## config.mk

```make
export PLATFORM = sky130hd
export DESIGN_NAME = mem_stage_ctrl_flat
export DESIGN_NICKNAME = d
export VERILOG_FILES = /design/src/rtl/mem_stage_ctrl_if.sv /design/src/rtl/mem_stage_ctrl.sv /design/src/flat_wrapper.sv
export SDC_FILE = /design/constraint.sdc
export NUM_CORES = 1
export LEC_CHECK = 0
export CAP_MARGIN = 20
export CELL_PAD_IN_SITES_DETAIL_PLACEMENT = 1
export CELL_PAD_IN_SITES_GLOBAL_PLACEMENT = 1
export CORE_AREA = 2 2 113 115
export CTS_BUF_LIST = sky130_fd_sc_hd__clkbuf_2 sky130_fd_sc_hd__clkbuf_4 sky130_fd_sc_hd__clkbuf_8
export DETAILED_ROUTE_END_ITERATION = 8
export DIE_AREA = 0 0 115 117
export DONT_BUFFER_PORTS = 1
export MAX_ROUTING_LAYER = met4
export PLACE_DENSITY_LB_ADDON = 0.1
export SLEW_MARGIN = 20
export SYNTH_ARGS = -nofsm -noshare
export SYNTH_HDL_FRONTEND = slang
export SYNTH_SLANG_ARGS = --single-unit
```

## constraint.sdc

```tcl
create_clock -name CLK -period 4.95 [get_ports CLK]
set_clock_uncertainty 0.05 [all_clocks]
set_input_delay 0.99 -clock CLK [delete_from_list [all_inputs] [get_ports CLK]]
set_output_delay 0.99 -clock CLK [all_outputs]
set_load 0.02 [all_outputs]
```

## src/rtl/mem_stage_ctrl_if.sv

```systemverilog
// mem_stage_ctrl_if: EX/MEM inputs, dcache port and MEM/WB outputs of the MEM-stage controller.
interface mem_stage_ctrl_if;
  logic        dmemREN_EX_MEM, dmemWEN_EX_MEM;
  logic [31:0] dmemaddr_EX_MEM, dmemstore_EX_MEM, result_EX_MEM, next_imemaddr_EX_MEM;
  logic        WEN_EX_MEM;
  logic [1:0]  reg_dest_EX_MEM, mem_to_reg_EX_MEM;
  logic [4:0]  Rt_EX_MEM, Rd_EX_MEM;
  logic        halt_EX_MEM, datomic_EX_MEM, enable_MEM_WB, flush_MEM_WB;
  logic        dhit;
  logic [31:0] dmemload;
  logic        dmemREN, dmemWEN;
  logic [31:0] dmemaddr, dmemstore;
  logic        mem_stall;
  logic        WEN_MEM_WB;
  logic [4:0]  wsel_MEM_WB;
  logic [31:0] wdat_MEM_WB;
  logic        halt_MEM_WB;
  modport slave (
    input  dmemREN_EX_MEM, dmemWEN_EX_MEM, dmemaddr_EX_MEM, dmemstore_EX_MEM, result_EX_MEM,
           next_imemaddr_EX_MEM, WEN_EX_MEM, reg_dest_EX_MEM, mem_to_reg_EX_MEM, Rt_EX_MEM,
           Rd_EX_MEM, halt_EX_MEM, datomic_EX_MEM, enable_MEM_WB, flush_MEM_WB, dhit, dmemload,
    output dmemREN, dmemWEN, dmemaddr, dmemstore, mem_stall, WEN_MEM_WB, wsel_MEM_WB,
           wdat_MEM_WB, halt_MEM_WB
  );
  modport master (
    output dmemREN_EX_MEM, dmemWEN_EX_MEM, dmemaddr_EX_MEM, dmemstore_EX_MEM, result_EX_MEM,
           next_imemaddr_EX_MEM, WEN_EX_MEM, reg_dest_EX_MEM, mem_to_reg_EX_MEM, Rt_EX_MEM,
           Rd_EX_MEM, halt_EX_MEM, datomic_EX_MEM, enable_MEM_WB, flush_MEM_WB, dhit, dmemload,
    input  dmemREN, dmemWEN, dmemaddr, dmemstore, mem_stall, WEN_MEM_WB, wsel_MEM_WB,
           wdat_MEM_WB, halt_MEM_WB
  );
endinterface

```

## src/rtl/mem_stage_ctrl.sv

```systemverilog
// mem_stage_ctrl: MEM-stage dcache access FSM plus MEM/WB pipeline register.
// Optional LL/SC link register when LLSC_EN is defined.
module mem_stage_ctrl (
  input logic CLK,
  input logic nRST,
  mem_stage_ctrl_if.slave bus
);
  localparam logic [1:0] SEL_RD = 2'd0, SEL_RT = 2'd1;
  localparam logic [1:0] SEL_RESULT = 2'd0, SEL_DLOAD = 2'd1;
  typedef enum logic [1:0] {S_IDLE, S_WAIT, S_DONE, S_HALT} state_t;
  state_t r_state, w_next;
  logic [31:0] r_hold, r_wdat, w_wdat;
  logic [4:0] r_wsel, w_wsel;
  logic r_wen, r_halt;
  logic w_active, w_ren, w_wen, w_req, w_stall, w_cap, w_done_acc, w_sc, w_sc_ok;
  assign w_active = nRST & (r_state == S_IDLE || r_state == S_WAIT);
  // Write wins when both strobes are requested.
  assign w_ren = bus.dmemREN_EX_MEM & ~bus.dmemWEN_EX_MEM;
  assign w_wen = bus.dmemWEN_EX_MEM & ~(w_sc & ~w_sc_ok);
  assign w_req = w_ren | w_wen;
  assign w_stall = w_active & w_req & ~bus.dhit;
  assign w_done_acc = w_active & w_req & bus.dhit;
  assign w_cap = bus.enable_MEM_WB & ~bus.flush_MEM_WB & ~w_stall;
`ifdef LLSC_EN
  logic r_link_valid, r_sc_ok;
  logic [31:0] r_link_addr;
  assign w_sc = bus.dmemWEN_EX_MEM & bus.datomic_EX_MEM;
  // Once in DONE the link is already consumed, so replay the recorded SC outcome.
  assign w_sc_ok = (r_state == S_DONE) ? r_sc_ok : r_link_valid && r_link_addr == bus.dmemaddr_EX_MEM;
  always_ff @(posedge CLK or negedge nRST)
    if (!nRST) begin
      r_link_valid <= 1'b0;
      r_link_addr <= '0;
      r_sc_ok <= 1'b0;
    end else if (w_done_acc) begin
      r_sc_ok <= w_sc_ok;
      if (w_ren & bus.datomic_EX_MEM) begin
        r_link_valid <= 1'b1;
        r_link_addr <= bus.dmemaddr_EX_MEM;
      end else if (w_wen & (w_sc | bus.dmemaddr_EX_MEM == r_link_addr)) r_link_valid <= 1'b0;
    end
`else
  logic w_unused;
  assign w_unused = bus.datomic_EX_MEM;
  assign w_sc = 1'b0;
  assign w_sc_ok = 1'b0;
`endif
  assign bus.dmemREN = w_active & w_ren;
  assign bus.dmemWEN = w_active & w_wen;
  assign bus.dmemaddr = bus.dmemaddr_EX_MEM;
  assign bus.dmemstore = bus.dmemstore_EX_MEM;
  assign bus.mem_stall = w_stall;
  assign bus.WEN_MEM_WB = r_wen;
  assign bus.wsel_MEM_WB = r_wsel;
  assign bus.wdat_MEM_WB = r_wdat;
  assign bus.halt_MEM_WB = r_halt;
  assign w_wsel = bus.reg_dest_EX_MEM == SEL_RD ? bus.Rd_EX_MEM :
                  bus.reg_dest_EX_MEM == SEL_RT ? bus.Rt_EX_MEM : 5'd31;
  assign w_wdat = w_sc ? {31'b0, w_sc_ok} :
                  bus.mem_to_reg_EX_MEM == SEL_RESULT ? bus.result_EX_MEM :
                  bus.mem_to_reg_EX_MEM == SEL_DLOAD ? (r_state == S_DONE ? r_hold : bus.dmemload) :
                  bus.next_imemaddr_EX_MEM;
  always_comb begin
    w_next = r_state;
    if (r_state == S_IDLE && w_req) w_next = bus.dhit ? (bus.enable_MEM_WB ? S_IDLE : S_DONE) : S_WAIT;
    else if (r_state == S_WAIT && bus.dhit) w_next = bus.enable_MEM_WB ? S_IDLE : S_DONE;
    else if (r_state == S_DONE && bus.enable_MEM_WB) w_next = S_IDLE;
    if (w_cap && bus.halt_EX_MEM) w_next = S_HALT;
  end
  always_ff @(posedge CLK or negedge nRST)
    if (!nRST) begin
      r_state <= S_IDLE;
      r_hold <= '0;
    end else begin
      r_state <= w_next;
      if (w_done_acc) r_hold <= bus.dmemload;
    end
  always_ff @(posedge CLK or negedge nRST)
    if (!nRST) begin
      r_wen <= 1'b0;
      r_wsel <= '0;
      r_wdat <= '0;
      r_halt <= 1'b0;
    end else if (bus.flush_MEM_WB) begin
      r_wen <= 1'b0;
      r_wsel <= '0;
      r_wdat <= '0;
    end else if (w_stall) r_wen <= 1'b0;
    else if (bus.enable_MEM_WB) begin
      r_wen <= bus.WEN_EX_MEM;
      r_wsel <= w_wsel;
      r_wdat <= w_wdat;
      r_halt <= r_halt | bus.halt_EX_MEM;
    end
  a_no_dual_strobe: assert property (@(posedge CLK) disable iff (!nRST)
    !(bus.dmemREN_EX_MEM && bus.dmemWEN_EX_MEM));
endmodule

```

## src/flat_wrapper.sv

```systemverilog
// flat-port wrapper written by rule: the top's interface ports become plain ports
module mem_stage_ctrl_flat 
  (CLK, nRST, bus_dmemREN_EX_MEM, bus_dmemWEN_EX_MEM, bus_dmemaddr_EX_MEM, bus_dmemstore_EX_MEM, bus_result_EX_MEM, bus_next_imemaddr_EX_MEM, bus_WEN_EX_MEM, bus_reg_dest_EX_MEM, bus_mem_to_reg_EX_MEM, bus_Rt_EX_MEM, bus_Rd_EX_MEM, bus_halt_EX_MEM, bus_datomic_EX_MEM, bus_enable_MEM_WB, bus_flush_MEM_WB, bus_dhit, bus_dmemload, bus_dmemREN, bus_dmemWEN, bus_dmemaddr, bus_dmemstore, bus_mem_stall, bus_WEN_MEM_WB, bus_wsel_MEM_WB, bus_wdat_MEM_WB, bus_halt_MEM_WB);
  mem_stage_ctrl_if bus_i ();
  input logic CLK;
  input logic nRST;
  input wire logic [$bits(bus_i.dmemREN_EX_MEM)-1:0] bus_dmemREN_EX_MEM;
  input wire logic [$bits(bus_i.dmemWEN_EX_MEM)-1:0] bus_dmemWEN_EX_MEM;
  input wire logic [$bits(bus_i.dmemaddr_EX_MEM)-1:0] bus_dmemaddr_EX_MEM;
  input wire logic [$bits(bus_i.dmemstore_EX_MEM)-1:0] bus_dmemstore_EX_MEM;
  input wire logic [$bits(bus_i.result_EX_MEM)-1:0] bus_result_EX_MEM;
  input wire logic [$bits(bus_i.next_imemaddr_EX_MEM)-1:0] bus_next_imemaddr_EX_MEM;
  input wire logic [$bits(bus_i.WEN_EX_MEM)-1:0] bus_WEN_EX_MEM;
  input wire logic [$bits(bus_i.reg_dest_EX_MEM)-1:0] bus_reg_dest_EX_MEM;
  input wire logic [$bits(bus_i.mem_to_reg_EX_MEM)-1:0] bus_mem_to_reg_EX_MEM;
  input wire logic [$bits(bus_i.Rt_EX_MEM)-1:0] bus_Rt_EX_MEM;
  input wire logic [$bits(bus_i.Rd_EX_MEM)-1:0] bus_Rd_EX_MEM;
  input wire logic [$bits(bus_i.halt_EX_MEM)-1:0] bus_halt_EX_MEM;
  input wire logic [$bits(bus_i.datomic_EX_MEM)-1:0] bus_datomic_EX_MEM;
  input wire logic [$bits(bus_i.enable_MEM_WB)-1:0] bus_enable_MEM_WB;
  input wire logic [$bits(bus_i.flush_MEM_WB)-1:0] bus_flush_MEM_WB;
  input wire logic [$bits(bus_i.dhit)-1:0] bus_dhit;
  input wire logic [$bits(bus_i.dmemload)-1:0] bus_dmemload;
  output wire logic [$bits(bus_i.dmemREN)-1:0] bus_dmemREN;
  output wire logic [$bits(bus_i.dmemWEN)-1:0] bus_dmemWEN;
  output wire logic [$bits(bus_i.dmemaddr)-1:0] bus_dmemaddr;
  output wire logic [$bits(bus_i.dmemstore)-1:0] bus_dmemstore;
  output wire logic [$bits(bus_i.mem_stall)-1:0] bus_mem_stall;
  output wire logic [$bits(bus_i.WEN_MEM_WB)-1:0] bus_WEN_MEM_WB;
  output wire logic [$bits(bus_i.wsel_MEM_WB)-1:0] bus_wsel_MEM_WB;
  output wire logic [$bits(bus_i.wdat_MEM_WB)-1:0] bus_wdat_MEM_WB;
  output wire logic [$bits(bus_i.halt_MEM_WB)-1:0] bus_halt_MEM_WB;
  assign bus_i.dmemREN_EX_MEM = bus_dmemREN_EX_MEM;
  assign bus_i.dmemWEN_EX_MEM = bus_dmemWEN_EX_MEM;
  assign bus_i.dmemaddr_EX_MEM = bus_dmemaddr_EX_MEM;
  assign bus_i.dmemstore_EX_MEM = bus_dmemstore_EX_MEM;
  assign bus_i.result_EX_MEM = bus_result_EX_MEM;
  assign bus_i.next_imemaddr_EX_MEM = bus_next_imemaddr_EX_MEM;
  assign bus_i.WEN_EX_MEM = bus_WEN_EX_MEM;
  assign bus_i.reg_dest_EX_MEM = bus_reg_dest_EX_MEM;
  assign bus_i.mem_to_reg_EX_MEM = bus_mem_to_reg_EX_MEM;
  assign bus_i.Rt_EX_MEM = bus_Rt_EX_MEM;
  assign bus_i.Rd_EX_MEM = bus_Rd_EX_MEM;
  assign bus_i.halt_EX_MEM = bus_halt_EX_MEM;
  assign bus_i.datomic_EX_MEM = bus_datomic_EX_MEM;
  assign bus_i.enable_MEM_WB = bus_enable_MEM_WB;
  assign bus_i.flush_MEM_WB = bus_flush_MEM_WB;
  assign bus_i.dhit = bus_dhit;
  assign bus_i.dmemload = bus_dmemload;
  assign bus_dmemREN = bus_i.dmemREN;
  assign bus_dmemWEN = bus_i.dmemWEN;
  assign bus_dmemaddr = bus_i.dmemaddr;
  assign bus_dmemstore = bus_i.dmemstore;
  assign bus_mem_stall = bus_i.mem_stall;
  assign bus_WEN_MEM_WB = bus_i.WEN_MEM_WB;
  assign bus_wsel_MEM_WB = bus_i.wsel_MEM_WB;
  assign bus_wdat_MEM_WB = bus_i.wdat_MEM_WB;
  assign bus_halt_MEM_WB = bus_i.halt_MEM_WB;
  mem_stage_ctrl u_core (.CLK(CLK), .nRST(nRST), .bus(bus_i));
endmodule
```

* After elaboration in Yosys (flattened, before gate mapping) *
Cells that the tools add are included.
Widths: inputs -> output; s select.

storage, ports and cells
  flip-flop bits (word level) = 73
  input bits = 184
  logic and storage cells = 59
  output and inout bits = 106

operators by class
  equality and inequality tests = 5
  reductions and logical operators = 13
  multiplexer cells = 20
  bitwise gates (word level) = 15

operators by type and width
  cell                number
  $mux 32             6
  $mux 5              5
  $mux 2              6
  $and 1x1->1         9
  $eq 2x1->1 const B  3
  $logic_not 2->1     3
  $logic_and 1x1->1   4
  $not 1->1           4
  $reduce_bool 4->1   1
  $mux 1              3
  $reduce_and 3->1    1
  $reduce_bool 3->1   1
  $eq 2x2->1 const B  1
  $ne 2x2->1 const B  1
  $or 1x1->1          2
  $reduce_and 2->1    1
  $reduce_bool 2->1   1
  $logic_or 1x1->1    1

* Depth between registers and ports, before layout *
Gate-level depths: netlist of run 1.

  depth after elaboration = 9
  mapped depth = 6
  depth with buffers taken out = 4

* Worst setup path before layout of run 1 *
OpenSTA, ideal clock, no wires.

  path type = in2out
  start = in bus_dmemREN_EX_MEM
  end = out bus_mem_stall
  path buffers = 0
  required time = 3.910 ns
  setup slack = 2.305 ns
  stages = 2
  arrival time = 1.605 ns
  cell sequence = nor2_1 > nor3_1

on the way
  cells in the longest elaborated chain, start to end = 4

RTL lines
  what                      RTL line              text
  start: declaration        flat_wrapper.sv:7     input wire logic [$bits(bus_i.dmemREN_EX_MEM)-1:0] bus_dmemREN_EX_MEM;
  $and 1x1->1               mem_stage_ctrl.sv:18  assign w_ren = bus.dmemREN_EX_MEM & ~bus.dmemWEN_EX_MEM;
  $or 1x1->1                mem_stage_ctrl.sv:20  assign w_req = w_ren | w_wen;
  $and 1x1->1 (2 in a row)  mem_stage_ctrl.sv:21  assign w_stall = w_active & w_req & ~bus.dhit;
  end: declaration          flat_wrapper.sv:28    output wire logic [$bits(bus_i.mem_stall)-1:0] bus_mem_stall;

No other way between the ends.

* Worst setup path after layout of run 1 *
Same ends and word-level chain as after synthesis.

==> impl_metrics.csv, run 1 <==
group,metric,value,unit
cts,clock_sinks,73,
synth,avgSynthCellArea,11.0,um2
place,port_buffers,0,
sta,setup-violations-final,0,
detailed_routing,first_pass_iters,5,
sta,hold_ws,0.271,ns
floorplan,initial_core_util,0.348,
floorplan,die-width,115,um
worst_setup_path,cp_slowest_stage_delay,0.61,ns
detailed_routing,vias,2713,
synth,synth_fp_nets,572,
worst_setup_path,cp_slowest_cell,"nor3_1",
place,gp_congestion,0.700,
cts,clk_pin_slew,0.08,ns
floorplan,rows,41,
floorplan,fp.dieH,117,um
min_path,hp-class,"primary input to asynchronous set/reset pin",
worst_setup_path,crit_family,"simple AND/OR/NAND/NOR gates",
detailed_routing,avgRoutedWirePerCell,24.1,um
grt,globalRouteOverflowTotal,0,
detailed_routing,detail-route-antenna-nets,0,
final_layout,design_area,4040,um2
final_layout,final_util,0.328,
place,dpl_worst_slack,2.03,ns
final_layout,fill_cells,1340,
worst_setup_path,r2r_end,"u_core.bus.wdat_MEM_WB[20]",
synth,synth-async-reset-ratio,1.00,
sta,fmaxAchievable,0.366,GHz
sta,finalWorstSetupSlack,2.22,ns
detailed_routing,drc,0,
worst_setup_path,critical_path_buf_inv_count,0,
cts,post_cts_resized,0,
worst_setup_path,path_depth,2,
pwr,power_density,446,nW/um2
place,placed_cells,449,
synth,synth_most_common_cell,"dfrtp_1",
cts,clockBufferDepth,2,
job,max-cap-violations,0,
cts,clock_latency,0.35,ns
sta,setup_tns,0,ns
worst_setup_path,setup.worst_path.start,"bus_dmemREN_EX_MEM",
sta,fin_crit,2.73,ns
cts,cts_tree,"built",
place,hpwlAfterDp,7380,um
worst_setup_path,required,3.91,ns
synth,ys_top_cells_by_area,"dfrtp_1, buf_4, mux2_4, mux2_2, a222oi_1",
synth,synth_edf_count,0,
final_layout,layoutNonFillerInstCount,462,
detailed_routing,vias_per_cell,5.87,
worst_setup_path,ff2ff_path_depth,5,
worst_setup_path,r2r_start,"u_core.r_state[1]",
grt,grt_pass1_vias,2851,
worst_setup_path,startpoint_type,"primary input",
worst_setup_path,r2r_slack,2.65,ns
sta,relSlewSlack,0.433,
worst_setup_path,crit_type,"primary input to output pin",
detailed_routing,drtIter0Drc,158,
cts,post_cts_buffers,0,
detailed_routing,wl,11100,um
synth,ys_ff_latch,73,
run_status,status,"finished clean",
sta,drv_slew,0,
cts,cts_root_buf,"clkbuf_8",
worst_setup_path,cp.arrival,1.69,ns
synth,syn_area,4290,um2
cts,cts-hold-fix-buffers,0,
worst_setup_path,path_max_fanout,5,
synth,synth_common_cells,"dfrtp_1, buf_4, mux2_4",
pwr,power,1.80,mW
final_layout,drive_gt1_frac,0.240,
grt,grt_max_degree,75,
synth,synth_top_area_frac,0.426,
worst_setup_path,crit_chain,"nor2_1 > nor3_1",
sta,fin_crit_sh,0.551,
synth,ys_types,29,
sta,worst_pin_slew,0.851,ns
synth,yosysSeqAreaShare,0.426,
final_layout,n_antenna_cell,0,
grt,antenna_found_initial,0,
final_layout,final_nets,494,
synth,netlist_instances,388,
sta,rsz0062_at_grt,"no",
cts,numCtsBuffers,9,
worst_setup_path,cp-end-kind,"output pin",
cts,cts_max_level,3,
floorplan,io_pins,290,
floorplan,core,12300,um2
grt,grt_pass1_wl,16700,um
pwr,ir_drop,0.121,mV
synth,synthFlopType,"dfrtp_1",
floorplan,dieArea,13500,um2
grt,grt_usage,0.173,
place,place_area,3880,um2
synth,yosys_warnings,0,
sta,hold_viol,0,
synth,synth_top_area_cell,"dfrtp_1",
pwr,p_leak,1.74,nW
final_layout,syn_to_final_growth,-5.75,%
flip-flops by register name, indices dropped and copies added, names as in the netlist:
signal	count
u_core.bus.halt_MEM_WB	1
u_core.bus.wsel_MEM_WB	5
u_core.bus.WEN_MEM_WB	1
u_core.r_hold	32
u_core.bus.wdat_MEM_WB	32
u_core.r_state	2
logic make-up (layout without fill, tap and decap cells):
family / count (synthesis) / count (layout) / share of synthesized area
buf+inv: 96 / 20 / 0.154
compound gates: 87 / 87 / 0.157
flops: 73 / 73 / 0.426
simple gates: 67 / 67 / 0.0709
mux: 65 / 65 / 0.193
routing by layer:
| metal | up-vias | share of wire | global-route usage |
|---|---|---|---|
| met4 | 0 | 0.022 | 0.0803 |
| met3 | 32 | 0.082 | 0.0577 |
| met1 | 1349 | 0.41 | 0.198 |
| li1 | 1203 | - | - |
| met5 | - | 0 | - |
| met2 | 129 | 0.48 | 0.275 |
worst max path at each step:
stage	to	slack (ns)
3_5_place_dp	u_core.r_hold[17]	2.03
2_1_floorplan	bus_mem_stall	2.31
6_report	bus_mem_stall	2.22
5_1_grt	bus_mem_stall	2.19
4_1_cts	bus_mem_stall	2.22
3_3_place_gp	u_core.r_hold[18]	2.06
cells in the final DEF, fill, tap and decap left out, types with 2 or more instances in the layout:
cell,n
nor2b_1,5
mux2i_1,15
clkbuf_8,10
clkbuf_4,2
inv_1,2
nor2_1,28
dfrtp_1,73
o22ai_1,15
mux2_4,30
a2111oi_0,5
a211o_1,14
a21oi_1,14
a222oi_1,18
nand2_1,18
nor3_1,8
a211oi_1,18
mux2_2,20
buf_4,4
where the power goes:
| group | switching (mW) | total (mW) | internal, mW |
|---|---|---|---|
| combinational | 0.183 | 0.492 | 0.310 |
| sequential | 0.132 | 0.893 | 0.760 |
| clock | 0.219 | 0.417 | 0.198 |
| total | 0.534 | 1.80 | 1.27 |
final cells by class:
cell class	count	area [um2]	share of cell area
repair buffers	4	30.0	0.00743
clock buffers	12	153	0.0378
well taps	150	188	0.0465
inverters	3	11.3	0.00279
multi-input cells	219	1830	0.452
clock inverters	1	5.00	0.00124
flip-flops and latches	73	1830	0.452
Note: power is estimated with default switching activity, not from simulation.
==> inputs of run 2 (changes only) <==
--- a/config.mk
+++ b/config.mk
@@ -5,13 +5,14 @@
 export SDC_FILE = /design/constraint.sdc
 export NUM_CORES = 1
 export LEC_CHECK = 0
+export ABC_AREA = 1
 export CAP_MARGIN = 20
 export CELL_PAD_IN_SITES_DETAIL_PLACEMENT = 1
 export CELL_PAD_IN_SITES_GLOBAL_PLACEMENT = 1
-export CORE_AREA = 2 2 113 115
+export CORE_AREA = 2 2 114 116
 export CTS_BUF_LIST = sky130_fd_sc_hd__clkbuf_2 sky130_fd_sc_hd__clkbuf_4 sky130_fd_sc_hd__clkbuf_8
 export DETAILED_ROUTE_END_ITERATION = 8
-export DIE_AREA = 0 0 115 117
+export DIE_AREA = 0 0 116 118
 export DONT_BUFFER_PORTS = 1
 export MAX_ROUTING_LAYER = met4
 export PLACE_DENSITY_LB_ADDON = 0.1
==> constraint.sdc (replaced) <==
create_clock -name CLK -period 2.44 [get_ports CLK]
set_clock_uncertainty 0.05 [all_clocks]
set_input_delay 0.488 -clock CLK [delete_from_list [all_inputs] [get_ports CLK]]
set_output_delay 0.488 -clock CLK [all_outputs]
set_load 0.02 [all_outputs]
==> run 2 against run 1 <==
  * Non-clock buffer count grew 7
  * Die area grew 1.7%
  * Final cell count increased by 62%
  * Cell area grew 11%
  * Via count increased by 38%
  * Hold slack lost 0.062 ns
  * Register-to-register slack worse by 1.9 ns
  * Clock-buffer cell count stayed put
  * Total power up 120%
  * Setup slack worse by 1.7 ns
  * Area after synthesis rose by 7.6%
  * Largest cell class unchanged
==> impl_metrics.csv, run 2 <==
group,metric,value,unit
sta,setup-violations-final,0,
sta,rsz0062_at_grt,"no",
cts,clock_sinks,73,
detailed_routing,vias,3748,
run_status,status,"finished clean",
place,port_buffers,0,
grt,grt_pass1_wl,22000,um
sta,relSlewSlack,0.556,
synth,synth_fp_nets,830,
synth,syn_area,4610,um2
grt,grt_usage,0.215,
cts,cts-hold-fix-buffers,2,
grt,antenna_found_initial,4,
synth,synth_top_area_frac,0.396,
cts,cts_root_buf,"clkbuf_8",
worst_setup_path,path_max_fanout,6,
final_layout,multi_input_area,1800,um2
cts,post_cts_buffers,0,
synth,synth_most_common_cell,"nand2_1",
cts,clockBufferDepth,2,
cts,clk_pin_slew,0.08,ns
cts,post_cts_resized,0,
cts,cts_max_level,3,
final_layout,layout_commonest_cell,"nand2_1",
sta,hold_viol,0,
synth,synthFlopType,"dfrtp_1",
worst_setup_path,cp.arrival,1.39,ns
final_layout,fill_cells,1583,
sta,setup_tns,0,ns
worst_setup_path,required,1.90,ns
cts,cts_tree,"built",
sta,fin_crit,1.93,ns
synth,ys_types,24,
pwr,p_leak,2.40,nW
synth,avgSynthCellArea,7.14,um2
synth,yosysSeqAreaShare,0.396,
synth,ys_top_cells_by_area,"dfrtp_1, nand2_1, buf_4, nand3_1, inv_1",
cts,numCtsBuffers,9,
detailed_routing,wl,13700,um
floorplan,fp.dieH,118,um
detailed_routing,first_pass_iters,4,
floorplan,die-width,116,um
detailed_routing,detail-route-antenna-nets,0,
floorplan,rows,41,
pwr,ir_drop,0.309,mV
worst_setup_path,crit_type,"flip-flop to output pin",
place,gp_congestion,0.756,
final_layout,drive_gt1_frac,0.0783,
worst_setup_path,cp-end-kind,"output pin",
synth,yosys_warnings,0,
floorplan,dieArea,13700,um2
sta,fmaxAchievable,0.518,GHz
place,hpwlAfterDp,9320,um
final_layout,final_nets,755,
grt,grt_pass1_vias,3987,
detailed_routing,avgRoutedWirePerCell,18.2,um
synth,synth_common_cells,"nand2_1, inv_1, nand3_1",
floorplan,io_pins,290,
min_path,hp-class,"primary input to flip-flop",
final_layout,seqCellArea,1830,um2
final_layout,final_cell_mix,"nand2_1, inv_1, nand3_1",
grt,grt_max_degree,74,
floorplan,initial_core_util,0.371,
sta,worst_pin_slew,0.665,ns
job,max-cap-violations,0,
synth,synth-async-reset-ratio,1.00,
pwr,power_density,876,nW/um2
floorplan,core,12400,um2
detailed_routing,drc,0,
synth,synth_edf_count,0,
synth,ys_ff_latch,73,
worst_setup_path,startpoint_type,"flip-flop",
cts,clock_latency,0.36,ns
final_layout,syn_to_final_growth,-3.01,%
sta,fin_crit_sh,0.791,
final_layout,final_util,0.360,
grt,globalRouteOverflowTotal,0,
synth,netlist_instances,646,
detailed_routing,drtIter0Drc,129,
sta,drv_slew,0,
synth,synth_top_area_cell,"dfrtp_1",
detailed_routing,vias_per_cell,5.00,
run 2: final timing paths:
path	startpoint	slack (ns)	endpoint	cells past startpoint
setup / recovery	u_core.r_state[1]	0.51	bus_dmemWEN	3
hold / removal	bus_dhit	0.21	u_core.r_state[0]	1
setup reg to reg	u_core.r_state[1]	0.79	u_core.bus.wdat_MEM_WB[21]	6
hold reg to reg	u_core.r_hold[23]	0.44	u_core.r_hold[23]	2
max in group asynchronous	nRST	1.36	u_core.bus.wsel_MEM_WB[0]	2
min in group asynchronous	nRST	0.62	u_core.r_hold[4]	2
run 2: cell families (layout without fill, tap and decap cells):
family / Yosys count / after routing / share of synthesized area
other cells: 0 / 3 / 0
simple gates: 316 / 316 / 0.295
flops: 73 / 73 / 0.396
buf+inv: 179 / 108 / 0.212
compound gates: 78 / 78 / 0.0963
run 2: critical path, cell delays in order, from the launching register on:
cell and delay, ns:
dfrtp_1 0.47, nor2_4 0.19, inv_1 0.07, nor2_1 0.30
run 2: power breakdown:
| part | total (mW) | internal [mW] | switching [mW] |
|---|---|---|---|
| clock network | 0.917 | 0.443 | 0.474 |
| logic | 1.15 | 0.393 | 0.760 |
| registers | 1.85 | 1.55 | 0.295 |
| total | 3.92 | 2.39 | 1.53 |
run 2: routing by layer:
metal / up-vias / GRT usage / part of all wire
li1: 1805 / - / -
met1: 1754 / 0.282 / 0.45
met2: 134 / 0.309 / 0.44
met3: 55 / 0.0551 / 0.068
met4: 0 / 0.0997 / 0.035
met5: - / - / 0
run 2: layout make-up:
| cell class | instances | share of cell area |
|---|---|---|
| Multi-Input combinational cell | 394 | 0.403 |
| Timing Repair Buffer | 11 | 0.0291 |
| Sequential cell | 73 | 0.409 |
| Inverter | 82 | 0.0688 |
| Tap cell | 172 | 0.0481 |
| Antenna cell | 3 | 0.00168 |
| Clock buffer | 12 | 0.0369 |
| Clock inverter | 3 | 0.00336 |
run 2: per-stage QoR:
stage,instance area (um2),setup slack (ns),std cells,total power [mW],hold slack [ns]
finish,4470,0.510,750,3.92,0.209
global route,4470,0.408,750,4.31,0.194
CTS,4460,0.471,747,4.00,0.190
detailed placement,4250,0.643,730,3.03,0.144
global placement,4250,0.682,730,2.97,0.144
floorplan,4610,0.728,646,2.91,0.142
==> inputs of run 3 (changes only) <==
==> constraint.sdc (replaced) <==
create_clock -name CLK -period 1.65 [get_ports CLK]
set_clock_uncertainty 0.05 [all_clocks]
set_input_delay 0.33 -clock CLK [delete_from_list [all_inputs] [get_ports CLK]]
set_output_delay 0.33 -clock CLK [all_outputs]
set_load 0.02 [all_outputs]
==> run 3 against run 2 <==
  * The run now ends with negative hold slack left
  * Sequential share of layout area down 2.2 points
  * Die area is the same
  * Via count increased by 2.8%
  * Largest cell class unchanged
  * Final cell count rose by 1.6%
  * Non-clock buffer count grew 13
  * Routed wire length rose by 2.9%
  * Largest power group unchanged
  * Clock power rose by 92%
  * Critical path type unchanged
  * Hold slack got worse by 0.61 ns
  * Combinational power increased by 80%
==> impl_metrics.csv, run 3 (same netlist as run 2, synthesis figures left out) <==
group,metric,value,unit
pwr,power_switching,2.37,mW
detailed_routing,avgRoutedWirePerCell,18.5,um
sta,hold_ws,-0.397,ns
cts,cts_max_level,3,
cts,cts_tree,"built",
detailed_routing,vias,3854,
final_layout,drive_gt1_frac,0.112,
sta,drv_slew,0,
sta,setup-violations-final,0,
worst_setup_path,path_max_fanout,2,
detailed_routing,drc,0,
floorplan,die-width,116,um
cts,clock_sinks,73,
final_layout,final_nets,768,
sta,relSlewSlack,0.700,
run_status,status,"finished with violations",
cts,cts_root_buf,"clkbuf_8",
worst_setup_path,required,1.27,ns
pwr,p_sw_frac,0.362,
sta,worst_pin_slew,0.449,ns
final_layout,final_util,0.381,
sta,hold_viol,73,
sta,setup_tns,0,ns
worst_setup_path,crit_type,"flip-flop to output pin",
floorplan,fp.dieH,118,um
final_layout,fill_cells,1581,
min_path,hp-class,"primary input to asynchronous set/reset pin",
grt,antenna_found_initial,1,
grt,grt_max_degree,75,
floorplan,initial_core_util,0.371,
pwr,p_leak,2.53,nW
detailed_routing,wl,14100,um
worst_setup_path,cp-end-kind,"output pin",
detailed_routing,vias_per_cell,5.06,
floorplan,rows,41,
place,port_buffers,0,
grt,globalRouteOverflowTotal,0,
worst_setup_path,ff2ff_path_depth,8,
sta,fin_crit_sh,0.999,
pwr,pwr-share-clk,0.268,
cts,numCtsBuffers,9,
worst_setup_path,cp.arrival,1.27,ns
cts,clk_pin_slew,0.09,ns
cts,clock_latency,0.36,ns
job,max-cap-violations,0,
pwr,ir_drop,0.497,mV
final_layout,syn_to_final_growth,2.55,%
pwr,combPwrFrac,0.316,
worst_setup_path,r2r_end,"u_core.bus.WEN_MEM_WB",
pwr,power_density,1390,nW/um2
grt,grt_usage,0.215,
sta,fin_crit,1.65,ns
floorplan,dieArea,13700,um2
detailed_routing,detail-route-antenna-nets,0,
cts,clockBufferDepth,2,
sta,rsz0062_at_grt,"yes",
sta,fmaxAchievable,0.607,GHz
final_layout,final_cell_mix,"nand2_1, inv_1, nand3_1",
worst_setup_path,r2r_start,"u_core.r_state[1]",
detailed_routing,first_pass_iters,4,
final_layout,layout_commonest_cell,"nand2_1",
floorplan,core,12400,um2
place,hpwlAfterDp,9640,um
worst_setup_path,startpoint_type,"flip-flop",
pwr,intPower,4.19,mW
pwr,power_frac_seq,0.416,
floorplan,io_pins,290,
grt,grt_pass1_vias,4121,
worst_setup_path,r2r_slack,0.11,ns
detailed_routing,drtIter0Drc,127,
grt,grt_pass1_wl,22000,um
run_status,violations,"negative hold slack",
place,gp_congestion,0.763,
-- run 3: changes by cell type in the layout (fill, tap and decap cells not counted), moves of 2 or more --
| cell | before | now |
|---|---|---|
| clkbuf_8 | 12 | 10 |
| inv_1 | 77 | 75 |
| buf_12 | 2 | 9 |
| bufinv_16 | 0 | 3 |
| diode_2 | 3 | 1 |
| buf_4 | 7 | 14 |
-- run 3: repair_timing --
action / 4_1_cts / 5_1_grt
endpoints found under the setup margin: 3 / 3
buffers inserted: 2 / 7
cloned: 0 / 1
endpoints found under the hold margin: 73 / 73
resized for setup: 5 / 3
pin swaps: 1 / 2
-- run 3: per-stage QoR --
step,std cells,setup WS [ns],total power [mW],cell area (um2)
2_1_floorplan,646,0.149,4.30,4610
3_3_place_gp,735,0.179,4.51,4360
3_5_place_dp,735,0.158,4.60,4360
4_1_cts,753,-0.0227,6.45,4630
5_1_grt,762,-0.0779,7.11,4730
6_report,762,0.00131,6.56,4730
-- run 3: cell type report --
type | instances | area [um2] | share of cell area
Antenna cell | 1 | 2.50 | 0.000529
Multi-Input combinational cell | 394 | 1820 | 0.385
Inverter | 82 | 310 | 0.0656
Tap cell | 172 | 215 | 0.0455
Sequential cell | 73 | 1830 | 0.387
Timing Repair Buffer | 24 | 310 | 0.0656
Clock inverter | 6 | 105 | 0.0222
Clock buffer | 10 | 138 | 0.0291
-- run 3: power by group through the flow --
stage / Clock, mW / Combinational (mW) / Sequential (mW)
finish: 1.76 / 2.07 / 2.73
global route: 1.90 / 2.41 / 2.80
CTS: 1.83 / 1.89 / 2.73
detailed placement: 0 / 1.82 / 2.78
global placement: 0 / 1.76 / 2.75
floorplan: 0 / 1.62 / 2.69
-- run 3: layer usage --
layer,GRT usage,up-vias,routed length [um]
met5,-,-,0
met4,0.101,0,499
met3,0.0541,56,1090
li1,-,1829,-
met1,0.261,1827,5990
met2,0.333,142,6490
-- run 3: worst max-delay path by stage --
stage	startpoint	to	slack (ns)	cells past startpoint
final	u_core.r_state[1]	bus_dmemREN	0.001	4
after floorplan	u_core.r_state[1]	bus_dmemREN	0.15	3
after detailed placement	u_core.r_state[1]	u_core.bus.wdat_MEM_WB[5]	0.16	8
after CTS	u_core.r_state[1]	bus_dmemREN	-0.02	4
after global placement	u_core.r_state[1]	u_core.bus.wdat_MEM_WB[5]	0.18	8
after global routing	u_core.r_state[1]	bus_dmemREN	-0.08	4
-- run 3: worst max-delay path, stage by stage (launching register included) --
cell and delay [ns]:
dfrtp_2 0.43, nor2_4 0.12, inv_2 0.05, nor3_2 0.15, buf_4 0.16
